===== src/rtl/i2c_bus_sequencer.sv =====
`default_nettype none
// ============================================================================
//  Module      : i2c_bus_sequencer
//  Description : Sequences the byte-level I2C engine. After reset it replays
//                a (register, value) table from an external ROM to the codec
//                as 3-byte write transactions, with bounded NACK retry. Once
//                the table is done, the bus is lent to the SPI-to-I2C bridge
//                on request and taken back on release or inactivity timeout.
//  Revision    : 1.0 - initial release
// ----------------------------------------------------------------------------
//  Ports
//    clk, reset      : system clock, synchronous active-high reset
//    tbl_idx         : config ROM address
//    tbl_data        : ROM word (combinational), [15:8] register, [7:0] value
//    boot_restart    : pulse, re-run the table (honoured only when idle)
//    eng_valid/data/last, eng_ready : byte stream into the I2C engine
//    eng_done, eng_nack             : end-of-transaction pulse and status
//    host_req/gnt    : bridge bus request / grant
//    host_valid/data/last, host_ready, host_done : bridge byte stream
//    init_done       : table replay finished (sticky until restart)
//    init_err        : an entry ran out of retries (sticky until restart)
// ============================================================================
module i2c_bus_sequencer #(
    parameter logic [6:0] DEV_ADDR     = 7'h1A,
    parameter int         N_REGS       = 10,
    parameter int         IDXW         = 4,
    parameter int         RETRIES      = 3,
    parameter int         GAP_CYCLES   = 250,
    parameter int         HOLD_TIMEOUT = 25000000
) (
    input  logic            clk,
    input  logic            reset,
    // config ROM
    output logic [IDXW-1:0] tbl_idx,
    input  logic [15:0]     tbl_data,
    input  logic            boot_restart,
    // I2C engine
    output logic            eng_valid,
    output logic [7:0]      eng_data,
    output logic            eng_last,
    input  logic            eng_ready,
    input  logic            eng_done,
    input  logic            eng_nack,
    // SPI bridge (host)
    input  logic            host_req,
    output logic            host_gnt,
    input  logic            host_valid,
    input  logic [7:0]      host_data,
    input  logic            host_last,
    output logic            host_ready,
    output logic            host_done,
    // status
    output logic            init_done,
    output logic            init_err
);

    localparam int GAP_W  = $clog2(GAP_CYCLES + 1);
    localparam int HOLD_W = $clog2(HOLD_TIMEOUT + 1);
    localparam int RTY_W  = (RETRIES > 0) ? $clog2(RETRIES + 1) : 1;

    localparam logic [GAP_W-1:0]  GAP_LAST  = GAP_W'(GAP_CYCLES - 1);
    localparam logic [HOLD_W-1:0] HOLD_LAST = HOLD_W'(HOLD_TIMEOUT - 1);
    localparam logic [RTY_W-1:0]  RTY_MAX   = RTY_W'(RETRIES);
    localparam logic [IDXW-1:0]   IDX_LAST  = IDXW'(N_REGS - 1);

    typedef enum logic [2:0] {
        ST_LOAD = 3'd0,
        ST_SEND = 3'd1,
        ST_WAIT = 3'd2,
        ST_GAP  = 3'd3,
        ST_IDLE = 3'd4,
        ST_HOST = 3'd5
    } state_t;

    state_t            state_q,     state_d;
    logic [IDXW-1:0]   idx_q,       idx_d;
    logic [1:0]        byte_q,      byte_d;
    logic [RTY_W-1:0]  retry_q,     retry_d;
    logic [GAP_W-1:0]  gap_q,       gap_d;
    logic [HOLD_W-1:0] hold_q,      hold_d;
    logic              inflight_q,  inflight_d;
    logic              init_done_q, init_done_d;
    logic              init_err_q,  init_err_d;

    // Host-phase helpers
    logic w_host_hs;
    logic w_host_busy;

    // ------------------------------------------------------------------
    // State register
    // ------------------------------------------------------------------
    always_ff @(posedge clk) begin
        if (reset) begin
            state_q     <= ST_LOAD;
            idx_q       <= '0;
            byte_q      <= '0;
            retry_q     <= '0;
            gap_q       <= '0;
            hold_q      <= '0;
            inflight_q  <= 1'b0;
            init_done_q <= 1'b0;
            init_err_q  <= 1'b0;
        end else begin
            state_q     <= state_d;
            idx_q       <= idx_d;
            byte_q      <= byte_d;
            retry_q     <= retry_d;
            gap_q       <= gap_d;
            hold_q      <= hold_d;
            inflight_q  <= inflight_d;
            init_done_q <= init_done_d;
            init_err_q  <= init_err_d;
        end
    end

    // ------------------------------------------------------------------
    // Next-state and output logic
    // ------------------------------------------------------------------
    always_comb begin
        state_d     = state_q;
        idx_d       = idx_q;
        byte_d      = byte_q;
        retry_d     = retry_q;
        gap_d       = gap_q;
        hold_d      = hold_q;
        inflight_d  = inflight_q;
        init_done_d = init_done_q;
        init_err_d  = init_err_q;

        eng_valid   = 1'b0;
        eng_data    = 8'h00;
        eng_last    = 1'b0;
        host_ready  = 1'b0;
        host_done   = 1'b0;
        w_host_hs   = 1'b0;
        w_host_busy = 1'b0;

        unique case (state_q)
            // One cycle for the ROM word at idx_q to settle.
            ST_LOAD: begin
                byte_d  = 2'd0;
                state_d = ST_SEND;
            end

            // Address byte, register byte, value byte; STOP after the value.
            ST_SEND: begin
                eng_valid = 1'b1;
                case (byte_q)
                    2'd0:    eng_data = {DEV_ADDR, 1'b0};
                    2'd1:    eng_data = tbl_data[15:8];
                    default: begin
                        eng_data = tbl_data[7:0];
                        eng_last = 1'b1;
                    end
                endcase
                if (eng_ready) begin
                    if (eng_last) begin
                        state_d = ST_WAIT;
                    end else begin
                        byte_d = byte_q + 2'd1;
                    end
                end
            end

            ST_WAIT: begin
                if (eng_done) begin
                    gap_d = '0;
                    if (eng_nack && (retry_q != RTY_MAX)) begin
                        // Retry the same entry after the gap.
                        retry_d = retry_q + RTY_W'(1);
                        state_d = ST_GAP;
                    end else begin
                        // Success, or retries exhausted: flag it and move on
                        // so the rest of the table is still programmed.
                        retry_d = '0;
                        if (eng_nack) begin
                            init_err_d = 1'b1;
                        end
                        if (idx_q == IDX_LAST) begin
                            init_done_d = 1'b1;
                            state_d     = ST_IDLE;
                        end else begin
                            idx_d   = idx_q + IDXW'(1);
                            state_d = ST_GAP;
                        end
                    end
                end
            end

            ST_GAP: begin
                if (gap_q == GAP_LAST) begin
                    state_d = ST_LOAD;
                end else begin
                    gap_d = gap_q + GAP_W'(1);
                end
            end

            // A restart request outranks a pending host request.
            ST_IDLE: begin
                if (boot_restart) begin
                    init_done_d = 1'b0;
                    init_err_d  = 1'b0;
                    idx_d       = '0;
                    retry_d     = '0;
                    state_d     = ST_LOAD;
                end else if (host_req) begin
                    hold_d     = '0;
                    inflight_d = 1'b0;
                    state_d    = ST_HOST;
                end
            end

            ST_HOST: begin
                eng_valid  = host_valid;
                eng_data   = host_data;
                eng_last   = host_last;
                host_ready = eng_ready;
                host_done  = eng_done;

                w_host_hs  = host_valid & eng_ready;
                // In flight from the final byte's handshake until eng_done.
                // A final byte accepted this very cycle already counts, so
                // a simultaneous request drop cannot cut the transaction.
                w_host_busy = (inflight_q & ~eng_done) | (w_host_hs & host_last);
                inflight_d  = w_host_busy;

                if (w_host_hs || w_host_busy) begin
                    hold_d = '0;
                end else begin
                    hold_d = hold_q + HOLD_W'(1);
                end

                if (!w_host_busy &&
                    (!host_req || (!w_host_hs && (hold_q == HOLD_LAST)))) begin
                    state_d = ST_IDLE;
                end
            end

            default: begin
                state_d = ST_LOAD;
            end
        endcase
    end

    assign tbl_idx   = idx_q;
    assign host_gnt  = (state_q == ST_HOST);
    assign init_done = init_done_q;
    assign init_err  = init_err_q;

endmodule
`default_nettype wire


===== config.mk =====
export PLATFORM = sky130hd
export DESIGN_NAME = i2c_bus_sequencer
export DESIGN_NICKNAME = d
export VERILOG_FILES = /design/src/rtl/i2c_bus_sequencer.sv
export SDC_FILE = /design/constraint.sdc
export NUM_CORES = 1
export LEC_CHECK = 0
export BUFFER_PORTS_ARGS = -buffer_cell sky130_fd_sc_hd__buf_2
export CORE_ASPECT_RATIO = 1.1
export CORE_MARGIN = 1
export CORE_UTILIZATION = 45
export CTS_CLUSTER_SIZE = 40
export DETAILED_ROUTE_END_ITERATION = 10
export PLACE_DENSITY = 0.74
export SYNTH_ARGS = -nofsm -noshare
export SYNTH_HDL_FRONTEND = slang
export SYNTH_SLANG_ARGS = --single-unit

===== constraint.sdc =====
create_clock -name clk -period 2.01 [get_ports clk]
set_clock_uncertainty 0.15 [all_clocks]
set_input_delay 0.402 -clock clk [delete_from_list [all_inputs] [get_ports clk]]
set_output_delay 0.402 -clock clk [all_outputs]
set_load 0.01 [all_outputs]

* Yosys cells after proc, flatten, opt, wreduce, memory -nomap -nowiden *
Index checks and enable logic that the tools add are counted.
Widths: inputs -> output; s select.

operators by class
  add/subtract/negate cells = 5
  multiply operators = 0
  divide/modulo/power cells = 0
  $lt $le $gt $ge = 0
  equality and inequality tests = 25
  shift operators = 0
  muxes and demuxes = 49
  bitwise operators = 5
  reduce and logical (&&, ||, !) cells = 23

operators with widths
  kind                   number
  $mux 25                3
  $pmux 25 s2            1
  $pmux 8 s2             3
  $ne 2x2->1 const B     14
  $mux 3                 9
  $add 25x1->25 const B  1
  $eq 25x25->1 const B   1
  $pmux 3 s6             1
  $mux 4                 4
  $mux 8                 2
  $reduce_and 5->1       3
  $mux 1                 13
  $reduce_and 3->1       4
  $mux 2                 5
  $pmux 1 s2             5
  $add 8x1->8 const B    1
  $eq 8x8->1 const B     1
  $pmux 2 s2             2
  $pmux 4 s2             1
  $reduce_bool 2->1      4
  $eq 3x2->1 const B     2
  $eq 3x3->1 const B     2
  $reduce_and 6->1       1
  $add 2x1->2 const B    2
  other kinds (15)       22

storage, ports and cells
  bits in registers = 47
  latch bits = 0
  memory bits (writable) = 0
  ROM bits = 0
  input port bits = 33
  output and inout port bits = 19
  logic and storage cells = 116
  memories kept = 0

* Logic depth before layout (Yosys ltp) *
  depth after elaboration = 7
  gate-level depth with buffers = 8
  mapped depth without buffers = 7

* Worst setup path before layout *
Ideal clock, no wire load.

  path type = reg-to-output
  start point = register state_q[0]
  end point = output port eng_data[0]
  data arrival time = 1.670 ns
  required time = 1.458 ns
  setup slack = -0.212 ns
  cell stages (with the launch flop) = 6
  buffers on the path = 1
  cell sequence = dfxtp_1 -> buf_2 -> or3b_1 -> nor3_1 -> a22oi_1 -> nand2_1

on the way
  longest elaborated chain between the ends = 2
  elaborated cells between the ends (all ways) = 3
  those cells by class = eq/ne: 2; mux: 1

ends and longest elaborated chain
  item                                      RTL line  source
  start, declared                           75        state_t state_q, state_d;
  start signal, assigned                    104       state_q <= state_d;
  $eq 3x3->1 or $eq 3x1->1 (tied branches)  138       unique case (state_q)
  $pmux 8 s2 (*)                            138
  end, declared                             39        output logic [7:0] eng_data,

Every way passes the cells marked *; elsewhere a longest branch is shown, timed or not.

* Worst setup path after layout *
  start point = register state_q[1]
  end point = output port eng_data[4]

Same word-level chain as after synthesis.

==> results.md <==
* Grt ovf at 0
* Leak pwr at ~1.4 nW
* Dpl cells at just under 500
* Die H at 82.6 µm
* Post-synth EDFFs at 0
* Pwr dens at slightly above 700 mW/mm²
* RSZ-0062 raised after global routing: yes
* Combinational fraction of design power at 38.8%
* Post-layout nets at 466
* # IOs at 52
* Max_slew headroom at about 74%
* CP most frequent cell: buf_6
* Synth unique cells at 55
* # rows at 29
* CP endpoint kind: output pin
* Final ANT Viol Nets at 0
* Synth cell count leaders: nor2_1, dfxtp_1, nand2_1, a21oi_1
* Drt first pass iters at 4
* Synth Area in XOR/XNOR at slightly below 8%
* Met1 WL at between 2 and 3 mm
* Worst Setup EP: eng_data[4]
* Largest cells by area after synthesis: dfxtp_1, nor2_1, xnor2_1
* DR WL met2 at 3.35 mm
* Ant. Diodes at 0
* Final setup violation count at 14
* Worst path bufs/invs at 4
* Sequential Power Share at between 40% and 50%
* CP Max Fanout at 4
* Die Area at just over 0.006 mm²
* Post-synth ARST share at 0%
* Min cycle time layout at 2.26 ns
* R2r setup slk at -0.12 ns
* Clk_lat worst skew at roughly 0.29 ns
* Violated checks: setup timing
* Critical path's top delay family: buffers and inverters
* CP Launch Type: flop
* P&R area growth vs syn at 35.1%
* Routed WL at 6.44 mm
* Psw at between 0.8 and 0.9 mW
* Die width at ~75 µm
* Sequential area share after synthesis at between 30% and 40%
* Starting Density at between 40 and 50%
* Yosys Warn Count at 0
* Largest family of logic cells by synthesized area: simple AND/OR/NAND/NOR gates
* Pin count of the biggest net entering global routing at 18
* Worst reg2reg path endpoint: hold_q[22]
* Final Cell Area at 0.00359 mm²
* Number of max-cap violations at 0
* Setup CP Type: flop to output pin
* Clock-pin slew on the worst setup and hold paths at approximately 0.08 ns
* Reg2reg start: state_q[1]
* Share of layout cells above drive strength 1 at between 30% and 40%
* CTS tree: yes
* Post-Layout Cell Count at about 500
* Required time of the critical path at between 1 and 1.5 ns
* Wire length per cell at around 13 µm
* Num Clock Sinks at 47
* Area share of the largest cell type after synthesis at 35.4%
* H-tree depth at 2
* Crit-path cells: or3b_4 > buf_4 > buf_6 > buf_6 > o21ai_2 > buf_2
* Clock Power Share at approximately a fifth
* Worst Setup SP: state_q[1]
* Number of global-route vias before repair at about 2400
* Compound-gate portion of the synthesized area at between 10% and 20%
* Int Power at between 1.5 and 2 mW
* DR top layer: met4
* Synthesized area at ~0.0027 mm²
* Syn_area_per_cell at roughly 8.0 µm²
* Remaining DRCs at 0
* 1st-iter DRT viols at between 80 and 90
* Final worst-path cycle share at 113%
* Clock buffer depth at 2
* CP max stage delay at approximately 0.42 ns
* Max Freq at 0.442 GHz
* Initial antenna violation count at 0
* Outcome: finished with violations
* Placed instance area at 0.00326 mm²
* Tightest Pin Transition at about 0.39 ns
* Post-route setup slack at -0.252 ns
* Post-Synth Adder-Cell Area at between 3 and 4%
* Metal3 WL at 218 µm
* Crit path depth at 6
* Hold Crit Class: primary input to flop
* Power Total at roughly 2.5 mW
* Multiplexer share of the synthesized area at 1.18%
* Via/cell ratio at roughly 5.3
* # fillers at 533
* Sw Share at ~33%
* CTS buffer count at 5
* Core area at around 0.0057 mm²
* Cell taking the most area after synthesis: dfxtp_1
* Via count at approximately 2700
* Worst vdd ir at about 0.54 mV
* Reg2Reg Depth at 7
* Yosys reg bits at 47
* Placer Congestion at 0.821
* First-pass GRT wire length at between 10 and 15 mm
* Final hold vios at 0
* Worst EP arrival at 1.71 ns
* Cells after synthesis at around 330
* Final slew viol count at 0
* Synth Area in Simple Gates at ~31%
* Synth Net Count at ~380
* Buffers on Ports at slightly above 50
* Clk root buf: clkbuf_8
* Prevailing post-synth register cell: dfxtp_1
* GRT Total Usage at 20.9%
* CP max stage cell: or3b_4
* Post-DP HPWL at 4.73 mm
* Most instantiated library cell after synthesis: nor2_1
[per-stage QoR]
step / util [%] / setup slack, ns / setup TNS [ns] / hold WS [ns]
3_3_place_gp: 56.8 / -0.0142 / -0.0142 / 0.290
3_5_place_dp: 56.8 / -0.0642 / -0.112 / 0.293
4_1_cts: 59.5 / -0.221 / -1.67 / 0.281
2_1_floorplan: - / 0.00851 / 0 / 0.298
6_report: 62.6 / -0.252 / -2.31 / 0.281
5_1_grt: 62.6 / -0.330 / -3.96 / 0.297
[cell type report]
class	count	area [µm²]	area share (%)
clock buffer	5	68.8	1.92
clock inverter	1	7.51	0.209
inverter	11	41.3	1.15
multi-input combinational	264	1800	50.1
sequential	47	955	26.6
tap	77	96.3	2.68
timing repair buffer	96	623	17.4
[metal layers]
metal  track usage (%)  vias up
met5                 0        -
met4              6.67        0
met3              4.37       16
met2              36.8       53
met1              25.3     1233
li1                  -     1357
[registers in the layout, summed over array words and instances (netlist names)]
| register | cells |
|---|---|
| init_done | 1 |
| byte_q | 2 |
| inflight_q | 1 |
| retry_q | 2 |
| init_err | 1 |
| state_q | 3 |
| gap_q | 8 |
| hold_q | 25 |
| tbl_idx | 4 |
[kinds of logic after synthesis]
logic type | after synthesis
DFF | 47
buffers and inverters | 23
adders and majority gates | 8
muxes | 3
and+or+nand+nor | 161
xor gates and xnor gates | 24
AOI/OAI and AO/OA | 68
[cell usage in the layout (no fill, tap or decap), drive strengths merged, types with 9 or more instances in the layout]
master / synthesis / final
a21oi: 19 / 19
o21ai: 16 / 16
nand2: 29 / 29
dfxtp: 47 / 47
nand3: 11 / 11
inv: 11 / 11
nor2: 51 / 51
nor3: 9 / 9
buf: 3 / 96
xnor2: 16 / 16
[power by group through the flow]
stage | Clock (mW) | Sequential, mW | Combinational (mW)
3_3_place_gp | 0 | 1.04 | 0.808
4_1_cts | 0.547 | 1.03 | 0.896
3_5_place_dp | 0 | 1.04 | 0.823
5_1_grt | 0.580 | 1.04 | 1.09
6_report | 0.522 | 1.03 | 0.988
2_1_floorplan | 0 | 1.04 | 0.515
[what timing repair did]
item / CTS / global route
resized for setup: 17 / 39
pin swaps: 11 / 15
cloned: 1 / 0
buffers inserted: 4 / 3
hold buffers: 0 / 0
endpoints found under the setup margin: 15 / 24
[worst min-delay path by stage]
| stage | startpoint | end | slack, ns | cells after the start |
|---|---|---|---|---|
| finish | reset | retry_q[0] | 0.28 | 2 |
| global route | reset | state_q[1] | 0.30 | 2 |
| CTS | reset | state_q[1] | 0.28 | 2 |
| detailed placement | init_err | init_err | 0.29 | 2 |
| global placement | init_err | init_err | 0.29 | 2 |
| floorplan | hold_q[1] | hold_q[1] | 0.30 | 2 |
Note: power is estimated with default switching activity, not from simulation.
